File: src/rtl/uart_cfg_pkg.sv
// Shared types, defaults and helpers for the runtime-configurable UART.
// UART_CFG_PARITY_EN adds the PARITY states to both engines.
package uart_cfg_pkg;

    localparam int DBIT_DEF     = 8;
    localparam int DVSR_BIT_DEF = 11;
    localparam int FIFO_W_DEF   = 4;
    localparam int OVS_DEF      = 16;
    // RX words carry the widest supported data field so one struct fits every DBIT
    localparam int DBIT_MAX     = 9;

    typedef enum logic [1:0] {
        PAR_NONE = 2'b00,
        PAR_EVEN = 2'b01,
        PAR_ODD  = 2'b10
    } par_mode_e;

    typedef enum logic [2:0] {
        RX_IDLE,
        RX_START,
        RX_DATA,
`ifdef UART_CFG_PARITY_EN
        RX_PARITY,
`endif
        RX_STOP
    } rx_state_e;

    typedef enum logic [2:0] {
        TX_IDLE,
        TX_START,
        TX_DATA,
`ifdef UART_CFG_PARITY_EN
        TX_PARITY,
`endif
        TX_STOP
    } tx_state_e;

    typedef struct packed {
        logic                ferr;
        logic                perr;
        logic [DBIT_MAX-1:0] data;
    } rx_word_t;

    function automatic logic par_enabled(input logic [1:0] mode);
        return (mode == PAR_EVEN) || (mode == PAR_ODD);
    endfunction

endpackage

File: src/rtl/uart_cfg_fifo.sv
// Synchronous show-ahead FIFO with registered pointers and flags; the head
// reads as zero while empty.
module uart_cfg_fifo #(
    parameter int WIDTH = 8,
    parameter int AW    = 4
) (
    input  logic             clk,
    input  logic             rst,
    input  logic             wr,
    input  logic             rd,
    input  logic [WIDTH-1:0] w_data,
    output logic [WIDTH-1:0] r_data,
    output logic             full,
    output logic             empty
);

    logic [WIDTH-1:0] mem [2**AW];
    logic [AW-1:0]    w_ptr, r_ptr, w_nxt, r_nxt;
    logic             wr_en, rd_en;

    // A write into a full FIFO still lands when the same cycle frees a slot
    assign wr_en = wr && (!full || rd);
    assign rd_en = rd && !empty;
    assign w_nxt = w_ptr + 1'b1;
    assign r_nxt = r_ptr + 1'b1;

    always_ff @(posedge clk) begin
        if (wr_en) mem[w_ptr] <= w_data;
    end

    always_ff @(posedge clk or negedge rst) begin
        if (!rst) begin
            w_ptr <= '0;
            r_ptr <= '0;
            full  <= 1'b0;
            empty <= 1'b1;
        end else begin
            case ({wr_en, rd_en})
                2'b10: begin
                    w_ptr <= w_nxt;
                    empty <= 1'b0;
                    full  <= (w_nxt == r_ptr);
                end
                2'b01: begin
                    r_ptr <= r_nxt;
                    full  <= 1'b0;
                    empty <= (r_nxt == w_ptr);
                end
                2'b11: begin
                    w_ptr <= w_nxt;
                    r_ptr <= r_nxt;
                end
                default: ;
            endcase
        end
    end

    assign r_data = empty ? '0 : mem[r_ptr];

endmodule

File: src/rtl/uart_cfg.sv
// Runtime-configurable UART: baud generator, RX/TX engines and two FIFOs.
// Define UART_CFG_PARITY_EN to send/check a parity bit selected by par_mode.
module uart_cfg
    import uart_cfg_pkg::*;
#(
    parameter int DBIT     = DBIT_DEF,
    parameter int DVSR_BIT = DVSR_BIT_DEF,
    parameter int FIFO_W   = FIFO_W_DEF,
    parameter int OVS      = OVS_DEF
) (
    input  logic                clk,
    input  logic                rst,
    input  logic [DVSR_BIT-1:0] dvsr,
    input  logic                stop2,
    input  logic [1:0]          par_mode,
    input  logic                wr_uart,
    input  logic [DBIT-1:0]     w_data,
    input  logic                rd_uart,
    input  logic                clr_ovr,
    input  logic                rx,
    output logic                tx,
    output logic                tx_full,
    output logic                tx_idle,
    output logic                rx_empty,
    output logic [DBIT-1:0]     r_data,
    output logic                r_perr,
    output logic                r_ferr,
    output logic                ovr_err
);

    localparam int SW = $clog2(2 * OVS);
    localparam int NW = $clog2(DBIT + 1);
    localparam int RXW = $bits(rx_word_t);
    localparam logic [SW-1:0] HALF_M1  = SW'(OVS / 2 - 1);
    localparam logic [SW-1:0] BIT_M1   = SW'(OVS - 1);
    localparam logic [SW-1:0] BIT_M2   = SW'(OVS - 2);
    localparam logic [SW-1:0] STOP2_M1 = SW'(2 * OVS - 1);
    localparam logic [SW-1:0] STOP2_M2 = SW'(2 * OVS - 2);
    localparam logic [NW-1:0] DBIT_LAST = NW'(DBIT - 1);

    logic [DVSR_BIT-1:0] baud_cnt, dvsr_q;
    logic                tick;

    // Divisor is re-latched only at the wrap so a running period is never cut short
    assign tick = (baud_cnt == dvsr_q);

    always_ff @(posedge clk or negedge rst) begin
        if (!rst) begin
            baud_cnt <= '0;
            dvsr_q   <= '0;
        end else if (tick) begin
            baud_cnt <= '0;
            dvsr_q   <= dvsr;
        end else begin
            baud_cnt <= baud_cnt + 1'b1;
        end
    end

    logic rx_m, rx_s;

    always_ff @(posedge clk or negedge rst) begin
        if (!rst) begin
            rx_m <= 1'b1;
            rx_s <= 1'b1;
        end else begin
            rx_m <= rx;
            rx_s <= rx_m;
        end
    end

    rx_state_e       rx_state;
    logic [SW-1:0]   rx_tcnt;
    logic [NW-1:0]   rx_ncnt;
    logic [DBIT-1:0] rx_shift;
    logic            rx_stop2, rx_ferr, rx_push, rx_bit_smp, rx_full;
    rx_word_t        rx_word, rx_head;
    logic            rx_head_unused;
`ifdef UART_CFG_PARITY_EN
    logic            rx_par_en, rx_odd, rx_perr;
`endif

    always_ff @(posedge clk or negedge rst) begin
        if (!rst) begin
            rx_state <= RX_IDLE;
            rx_tcnt  <= '0;
            rx_ncnt  <= '0;
            rx_stop2 <= 1'b0;
            rx_ferr  <= 1'b0;
            rx_push  <= 1'b0;
`ifdef UART_CFG_PARITY_EN
            rx_par_en <= 1'b0;
            rx_odd    <= 1'b0;
            rx_perr   <= 1'b0;
`endif
        end else begin
            rx_push <= 1'b0;
            case (rx_state)
                RX_IDLE: if (!rx_s) begin
                    rx_state <= RX_START;
                    rx_tcnt  <= '0;
                    rx_stop2 <= stop2;
                    rx_ferr  <= 1'b0;
`ifdef UART_CFG_PARITY_EN
                    rx_par_en <= par_enabled(par_mode);
                    rx_odd    <= (par_mode == PAR_ODD);
                    rx_perr   <= 1'b0;
`endif
                end
                RX_START: if (tick) begin
                    if (rx_tcnt == HALF_M1) begin
                        rx_tcnt  <= '0;
                        rx_ncnt  <= '0;
                        rx_state <= rx_s ? RX_IDLE : RX_DATA;
                    end else begin
                        rx_tcnt <= rx_tcnt + 1'b1;
                    end
                end
                RX_DATA: if (tick) begin
                    if (rx_tcnt == BIT_M1) begin
                        rx_tcnt <= '0;
                        rx_ncnt <= rx_ncnt + 1'b1;
                        if (rx_ncnt == DBIT_LAST) begin
`ifdef UART_CFG_PARITY_EN
                            rx_state <= rx_par_en ? RX_PARITY : RX_STOP;
`else
                            rx_state <= RX_STOP;
`endif
                        end
                    end else begin
                        rx_tcnt <= rx_tcnt + 1'b1;
                    end
                end
`ifdef UART_CFG_PARITY_EN
                RX_PARITY: if (tick) begin
                    if (rx_tcnt == BIT_M1) begin
                        rx_tcnt  <= '0;
                        rx_perr  <= (^rx_shift) ^ rx_s ^ rx_odd;
                        rx_state <= RX_STOP;
                    end else begin
                        rx_tcnt <= rx_tcnt + 1'b1;
                    end
                end
`endif
                RX_STOP: if (tick) begin
                    if (rx_tcnt == BIT_M1) rx_ferr <= !rx_s;
                    if (rx_tcnt == (rx_stop2 ? STOP2_M1 : BIT_M1)) begin
                        rx_push  <= 1'b1;
                        rx_state <= RX_IDLE;
                    end else begin
                        rx_tcnt <= rx_tcnt + 1'b1;
                    end
                end
                default: rx_state <= RX_IDLE;
            endcase
        end
    end

    assign rx_bit_smp = tick && (rx_state == RX_DATA) && (rx_tcnt == BIT_M1);

    always_ff @(posedge clk) begin
        if (rx_bit_smp) rx_shift <= {rx_s, rx_shift[DBIT-1:1]};
    end

    always_comb begin
        rx_word                 = '0;
        rx_word.ferr            = rx_ferr;
`ifdef UART_CFG_PARITY_EN
        rx_word.perr            = rx_perr;
`endif
        rx_word.data[DBIT-1:0]  = rx_shift;
    end

    uart_cfg_fifo #(.WIDTH(RXW), .AW(FIFO_W)) u_rx_fifo (
        .clk    (clk),
        .rst    (rst),
        .wr     (rx_push),
        .rd     (rd_uart),
        .w_data (rx_word),
        .r_data (rx_head),
        .full   (rx_full),
        .empty  (rx_empty)
    );

    // A push that coincides with a pop is accepted, so only that case escapes the overrun
    always_ff @(posedge clk or negedge rst) begin
        if (!rst) begin
            ovr_err <= 1'b0;
        end else if (rx_push && rx_full && !rd_uart) begin
            ovr_err <= 1'b1;
        end else if (clr_ovr) begin
            ovr_err <= 1'b0;
        end
    end

    assign r_data         = rx_head.data[DBIT-1:0];
    assign r_ferr         = rx_head.ferr;
    assign rx_head_unused = ^rx_head;
`ifdef UART_CFG_PARITY_EN
    assign r_perr = rx_head.perr;
`else
    logic par_mode_unused;
    assign par_mode_unused = ^par_mode;
    assign r_perr = 1'b0;
`endif

    tx_state_e       tx_state;
    logic [SW-1:0]   tx_tcnt;
    logic [NW-1:0]   tx_ncnt;
    logic [DBIT-1:0] tx_shift, tx_head;
    logic            tx_stop2, tx_reg, tx_pop, tx_empty, tx_bit_adv;
`ifdef UART_CFG_PARITY_EN
    logic            tx_par_en, tx_par_bit;
`endif

    assign tx_pop     = (tx_state == TX_IDLE) && tick && !tx_empty;
    assign tx_bit_adv = tick && (tx_state == TX_DATA) && (tx_tcnt == BIT_M1);

    uart_cfg_fifo #(.WIDTH(DBIT), .AW(FIFO_W)) u_tx_fifo (
        .clk    (clk),
        .rst    (rst),
        .wr     (wr_uart),
        .rd     (tx_pop),
        .w_data (w_data),
        .r_data (tx_head),
        .full   (tx_full),
        .empty  (tx_empty)
    );

    always_ff @(posedge clk) begin
        if (tx_pop) tx_shift <= tx_head;
        else if (tx_bit_adv) tx_shift <= tx_shift >> 1;
    end

    // STOP hands over one tick early; the final stop tick is spent in IDLE so
    // a queued word starts right after the stop period with no extra gap
    always_ff @(posedge clk or negedge rst) begin
        if (!rst) begin
            tx_state <= TX_IDLE;
            tx_tcnt  <= '0;
            tx_ncnt  <= '0;
            tx_stop2 <= 1'b0;
            tx_reg   <= 1'b1;
`ifdef UART_CFG_PARITY_EN
            tx_par_en  <= 1'b0;
            tx_par_bit <= 1'b0;
`endif
        end else begin
            case (tx_state)
                TX_IDLE: if (tx_pop) begin
                    tx_state <= TX_START;
                    tx_tcnt  <= '0;
                    tx_reg   <= 1'b0;
                    tx_stop2 <= stop2;
`ifdef UART_CFG_PARITY_EN
                    tx_par_en  <= par_enabled(par_mode);
                    tx_par_bit <= (^tx_head) ^ (par_mode == PAR_ODD);
`endif
                end
                TX_START: if (tick) begin
                    if (tx_tcnt == BIT_M1) begin
                        tx_tcnt  <= '0;
                        tx_ncnt  <= '0;
                        tx_reg   <= tx_shift[0];
                        tx_state <= TX_DATA;
                    end else begin
                        tx_tcnt <= tx_tcnt + 1'b1;
                    end
                end
                TX_DATA: if (tick) begin
                    if (tx_tcnt == BIT_M1) begin
                        tx_tcnt <= '0;
                        tx_ncnt <= tx_ncnt + 1'b1;
                        if (tx_ncnt == DBIT_LAST) begin
`ifdef UART_CFG_PARITY_EN
                            tx_state <= tx_par_en ? TX_PARITY : TX_STOP;
                            tx_reg   <= tx_par_en ? tx_par_bit : 1'b1;
`else
                            tx_state <= TX_STOP;
                            tx_reg   <= 1'b1;
`endif
                        end else begin
                            tx_reg <= tx_shift[1];
                        end
                    end else begin
                        tx_tcnt <= tx_tcnt + 1'b1;
                    end
                end
`ifdef UART_CFG_PARITY_EN
                TX_PARITY: if (tick) begin
                    if (tx_tcnt == BIT_M1) begin
                        tx_tcnt  <= '0;
                        tx_reg   <= 1'b1;
                        tx_state <= TX_STOP;
                    end else begin
                        tx_tcnt <= tx_tcnt + 1'b1;
                    end
                end
`endif
                TX_STOP: if (tick) begin
                    if (tx_tcnt == (tx_stop2 ? STOP2_M2 : BIT_M2)) begin
                        tx_state <= TX_IDLE;
                    end else begin
                        tx_tcnt <= tx_tcnt + 1'b1;
                    end
                end
                default: tx_state <= TX_IDLE;
            endcase
        end
    end

    assign tx      = tx_reg;
    assign tx_idle = tx_empty && (tx_state == TX_IDLE);

endmodule

File: config.mk
export PLATFORM = sky130hd
export DESIGN_NAME = uart_cfg
export DESIGN_NICKNAME = d
export VERILOG_FILES = /design/src/rtl/uart_cfg_pkg.sv /design/src/rtl/uart_cfg_fifo.sv /design/src/rtl/uart_cfg.sv
export SDC_FILE = /design/constraint.sdc
export NUM_CORES = 1
export LEC_CHECK = 0
export CAP_MARGIN = 10
export CORE_MARGIN = 2
export CORE_UTILIZATION = 25
export CTS_BUF_LIST = sky130_fd_sc_hd__clkbuf_8
export DETAILED_ROUTE_END_ITERATION = 10
export HOLD_SLACK_MARGIN = 0.06
export SYNTH_ARGS = -nofsm -noshare
export SYNTH_HDL_FRONTEND = slang
export SYNTH_SLANG_ARGS = --single-unit
File: constraint.sdc
create_clock -name clk -period 7.3 [get_ports clk]
set_input_delay 1.46 -clock clk [delete_from_list [all_inputs] [get_ports clk]]
set_output_delay 1.46 -clock clk [all_outputs]
set_load 0.02 [all_outputs]
* Yosys cells after proc, flatten, opt, wreduce, memory -nomap -nowiden
Memories as Yosys holds them, arrays and structs flattened.
Cells that the tools add are included.
** Word-level totals
- Latch bits :: 0
- Bits of input ports :: 28
- Register bits :: 90
- Logic and storage cells :: 204
- Bits in read-only memories :: 0
- Memories kept :: 2
- Output and inout bits :: 15
- RAM bits :: 272
** Memories
- u_rx_fifo.mem :: depth 16, width 9, read ports 1, clocked after Yosys merged registers in 0, wr ports 1, line uart_cfg_fifo.sv:17 : logic [WIDTH-1:0] mem [2**AW];
- u_tx_fifo.mem :: depth 16, width 8, read ports 1, clocked after Yosys merged registers in 0, wr ports 1, line uart_cfg_fifo.sv:17
** Operators by class
- Eq/ne operators :: 44
- Reductions and logical operators :: 48
- Order comparisons :: 0
- Shifts and indexed selects :: 0
- Div/mod/pow operators :: 0
- Bitwise gates (word level) :: 1
- Muxes and demuxes :: 74
- Multipliers :: 0
- Add/sub/neg operators :: 9
** Operators by type and width (number)
- 5-bit two-way mux :: 14
- 3-bit two-way mux :: 16
- 4-bit two-way mux :: 8
- 2-bit != test, second input constant :: 16
- 4-bit by 1-bit adder with 4-bit output, second input constant :: 6
- 8-bit two-way mux :: 3
- 3-bit case mux with 4 select lines :: 2
- 11-bit two-way mux :: 2
- 5-bit case mux with 4 select lines :: 1
- 1-bit two-way mux :: 18
- 4-bit equality test :: 4
- 4-bit case mux with 2 select lines :: 2
- 8-bit AND reduction :: 2
- 5-bit case mux with 3 select lines :: 1
- 5-bit AND reduction :: 3
- 2-bit nonzero test :: 7
- 1-bit logical AND :: 13
- 3-bit by 2-bit equality test with 1-bit output, second input constant :: 4
- 6-bit AND reduction :: 2
- 11-bit by 1-bit adder with 11-bit output, second input constant :: 1
- 11-bit equality test :: 1
- 5-bit by 1-bit adder with 5-bit output, second input constant :: 2
- 5-bit by 4-bit equality test with 1-bit output, second input constant :: 2
- 5-bit equality test :: 2
- 18 further kinds :: 44

* Depth between registers and ports, before layout
- Depth in word-level cells :: 7
- Mapped depth :: 10
- Mapped depth without buffers :: 10

* Hierarchy
From an unflattened synthesis, not the netlist that was laid out.
** Second synthesis, totals
- Cell total of the unflattened synthesis :: 1049
- Area, all modules :: 16796.1 µm²
** By module, submodules not included
- uart_cfg_fifo (u_rx_fifo) :: times used 1, area each 7531.0 µm², sequential area each 5536.6 µm², cells an instance 399
- uart_cfg_fifo (u_tx_fifo) :: times used 1, area each 5655.4 µm², sequential area each 4095.2 µm², cells an instance 300
- uart_cfg :: times used 1, area each 3609.7 µm², sequential area each 1785.5 µm², cells an instance 350

* Worst setup path after synthesis
Ideal clock, no wire load.
- Kind :: flip-flop to output port
- Start :: register u_rx_fifo.r_ptr[0]
- End :: output r_data[1]
- Buffers on the path :: 2
- Data arrival time :: 2.410 ns
- Setup slack :: 3.430 ns
- Required time :: 5.840 ns
- Stages on the path, launching flop included :: 6
- Cells stage by stage :: dfrtp_1 -> buf_1 -> buf_2 -> mux4_2 -> mux4_2 -> nor2b_1
** On the way
- Cells in the longest elaborated chain, start to end :: 2
** RTL lines
- start, declared :: line uart_cfg_fifo.sv:18 : logic [AW-1:0] w_ptr, r_ptr, w_nxt, r_nxt;
- start signal, assigned :: line uart_cfg_fifo.sv:45 : r_ptr <= r_nxt;
- start signal, assigned :: line uart_cfg_fifo.sv:51 : r_ptr <= r_nxt;
- memory 16 x 9 bit
- 11-bit two-way mux :: line uart_cfg_fifo.sv:58 : assign r_data = empty ? '0 : mem[r_ptr];
- end, declared :: line uart_cfg.sv:25 : output logic [DBIT-1:0] r_data,
No other way between the ends.

* Final worst setup path
Same ends and word-level chain as after synthesis.

==> results_dict.tcl <==
set metrics [dict create \
    top_register "u_rx_fifo.mem" \
    yosysMostFrequentCell "edfxtp_1" \
    cts_max_path_buffers 3 \
    clock_skew_ns 0.0409 \
    fin_total_pwr_mw 5.00 \
    synthFlopType "edfxtp_1" \
    post_drt_wl_per_cell_um 16.5 \
    grt_max_degree 62 \
    post_cts.repair.setup_buffers 0 \
    ant_nets 0 \
    required_ns 5.84 \
    gp_congestion 0.733 \
    cp_max_fo 23 \
    cts-resized-gates 0 \
    largest_reg_flops 144 \
    holdPathStages 0 \
    fp.coreArea_um2 60200 \
    initial_core_util 0.253 \
    fin_crit_sh 0.715 \
    gr-usage-met1 0.131 \
    drv_cap 0 \
    synth.top_cell.area_share 0.569 \
    synth_cell_type_count 62 \
    syn_area_um2 15200 \
    clk_latency_ns 0.65 \
    ys_ff_latch 360 \
    cts.htree.levels 2 \
    max-vdd-ir-drop_mv 0.207 \
    finalSetupViolCount 0 \
    drc 0 \
    drt_first_pass_iters 5 \
    use_met2 0.154 \
    hold_buffers 0 \
    antenna_found_initial 0 \
    cts_root_buf "clkbuf_8" \
    r2r_end "u_tx_fifo.mem[11][6]" \
    ys_warn_count 0 \
    synth_top_area_cell "edfxtp_1" \
    finalHoldViolCount 0 \
    syn-instance-count 899 \
    route.vias.total 7871 \
    fillCellCount 5923 \
    synth_common_cells "288 x edfxtp_1, 85 x mux4_2, 71 x nand2_1" \
    cts_tree "yes" \
    worstHoldStart "rx_m" \
    arrival_ns 3.76 \
    rows 90 \
    die_area_um2 62800 \
    numCtsBuffers 59 \
    start_kind "flip-flop" \
    grt_pass1_vias 8374 \
    die_x_um 251 \
    finalMaxSlewViolations 0 \
    async_reset_ff_frac 0.200 \
    tightestPinTransition_ns 0.941 \
    ys_seq_area_frac 0.687 \
    rrSetupSlack_ns 3.58 \
    max_stage_delay_ns 0.87 \
    cts.sinks 360 \
    synth_edf_count 288 \
    hpwl_um 19500 \
    clk_pin_slew_worst_paths_ns 0.06 \
    crit_chain "buf_4 -> mux4_2 -> mux4_2 -> nor2b_1 -> clkdlybuf4s50_1" \
    slew_headroom 0.369 \
    path_class "flip-flop to output pin" \
    rr_startpoint "baud_cnt[1]" \
    leakage_nw 5.99 \
    io_buffers 39 \
    period_minus_slack_ns 5.22 \
    layout.nets 1028 \
    syn_nets 954 \
    use_met3 0.0220 \
    grt_pass1_wl_um 47700 \
    r2r_cells 5 \
    hp-class "flip-flop to flip-flop" \
    initialDrtViolationCount 572 \
    outcome "finished, final reports clean" \
    area_delta_synth_final_pct 16.4 \
    drive_gt1_frac 0.203 \
    grt_overflow 0 \
    track_usage 0.0958 \
    routed_wirelength_um 29900 \
    crit_top_cell "mux4_2" \
    diodes 0 \
    min_to "rx_s" \
    finalSetupTns_ns 0 \
    pre_cts_slack_ns 2.64 \
    synthTopCellsByArea "edfxtp_1 57%, mux4_2 13%, dfrtp_1 11%" \
    power_density_nw_per_um2 282 \
    rsz0062_at_grt "false" \
    ios 43 \
    viasPerCell 4.36 \
    crit_path_top_delay_cell "dfrtp_2" \
    busiest_layer "met2" \
    setup_slack_ns 2.08 \
    die_h_um 251 \
    fmax_ghz 0.192 \
    crit_path_end_kind "output pin" \
    reg_top3 "u_rx_fifo.mem (144), u_tx_fifo.mem (128)" \
    synth_area_per_cell_um2 16.9 \
]
[metal layers]
layer  share of wire  vias to the layer above
met5               0                        -
met4           0.017                        0
met3           0.045                       45
met2            0.47                      162
met1            0.47                     4011
li1                -                     3653
[per-stage QoR]
step,cell area (um2),hold WS [ns],util,cells
after floorplan,15200,0.345,-,899
final,17700,0.356,0.294,1804
after CTS,17700,0.361,0.294,1804
after global placement,16600,0.350,0.275,1694
after global routing,17700,0.364,0.294,1804
after detailed placement,16600,0.347,0.275,1694
[power by group]
group / total, mW / switching (mW) / leakage, nW / internal (mW)
sequential: 2.45 / 0.137 / 3.49 / 2.31
combinational: 0.879 / 0.406 / 1.82 / 0.473
clock: 1.67 / 0.810 / 0.676 / 0.865
[cells in the final DEF (no fill, tap or decap), types with 3 or more instances in the layout]
cell type / synthesis / routed
nor4_1: 3 / 3
buf_4: 1 / 17
clkinv_2: 0 / 4
nand4_1: 10 / 10
xor2_1: 25 / 25
clkbuf_8: 0 / 62
dfrtp_1: 67 / 65
inv_1: 22 / 50
mux4_2: 85 / 85
and2_1: 6 / 6
edfxtp_1: 288 / 288
nor3_1: 20 / 17
a31oi_1: 7 / 7
xnor2_1: 27 / 27
nor2b_1: 13 / 13
nand3_1: 27 / 27
o211ai_1: 4 / 4
mux2_2: 16 / 16
nor2_1: 45 / 45
clkinv_1: 0 / 10
nand3b_1: 6 / 6
o21ai_0: 11 / 11
dfstp_2: 5 / 5
nor3_2: 1 / 3
nand2_1: 71 / 71
ha_1: 27 / 27
nand2b_1: 6 / 6
a32o_1: 3 / 3
nor3b_1: 3 / 3
clkdlybuf4s50_1: 0 / 38
and3_1: 8 / 8
a21oi_1: 5 / 5
a41oi_1: 4 / 4
[worst max-delay path, delay by kind of cell, from the launching register on]
family | cells | cell delay, ns
simple gates | 1 | 0.15
flops | 1 | 0.87
mux | 2 | 1.07
buf+inv | 2 | 1.02
[worst max path at each step]
stage	start	end	slack [ns]	cells after the start
finish	u_rx_fifo.r_ptr[0]	r_data[1]	2.08	5
global route	u_rx_fifo.r_ptr[0]	r_data[1]	1.83	5
CTS	u_rx_fifo.r_ptr[0]	r_data[1]	1.95	5
detailed placement	u_rx_fifo.r_ptr[0]	r_data[1]	2.64	5
global placement	u_rx_fifo.r_ptr[0]	r_data[1]	2.65	5
floorplan	u_rx_fifo.r_ptr[0]	r_data[1]	3.43	5
[cell type report]
| cell class | count | area [um2] | area share |
|---|---|---|---|
| inverter | 22 | 82.6 | 0.00466 |
| multi-input combinational | 475 | 4550 | 0.257 |
| timing repair buffer | 55 | 508 | 0.0287 |
| clock buffer | 62 | 853 | 0.0482 |
| tap | 782 | 978 | 0.0553 |
| sequential | 360 | 10500 | 0.591 |
| clock inverter | 48 | 275 | 0.0155 |
[logic make-up (layout without fill, tap and decap cells)]
family                   count (synthesis)  after routing  synth area share
buffers and inverters                   64            187            0.0165
AND/OR/NAND/NOR                        234            234            0.0770
XOR/XNOR                                52             52            0.0299
AO/OA/AOI/OAI                           58             58            0.0277
multiplexers                           103            103             0.139
flip-flops                             360            360             0.687
adder cells (fa/ha/maj)                 27             27            0.0222
other                                    1              1          0.000247
(Power assumes the default switching activity.)
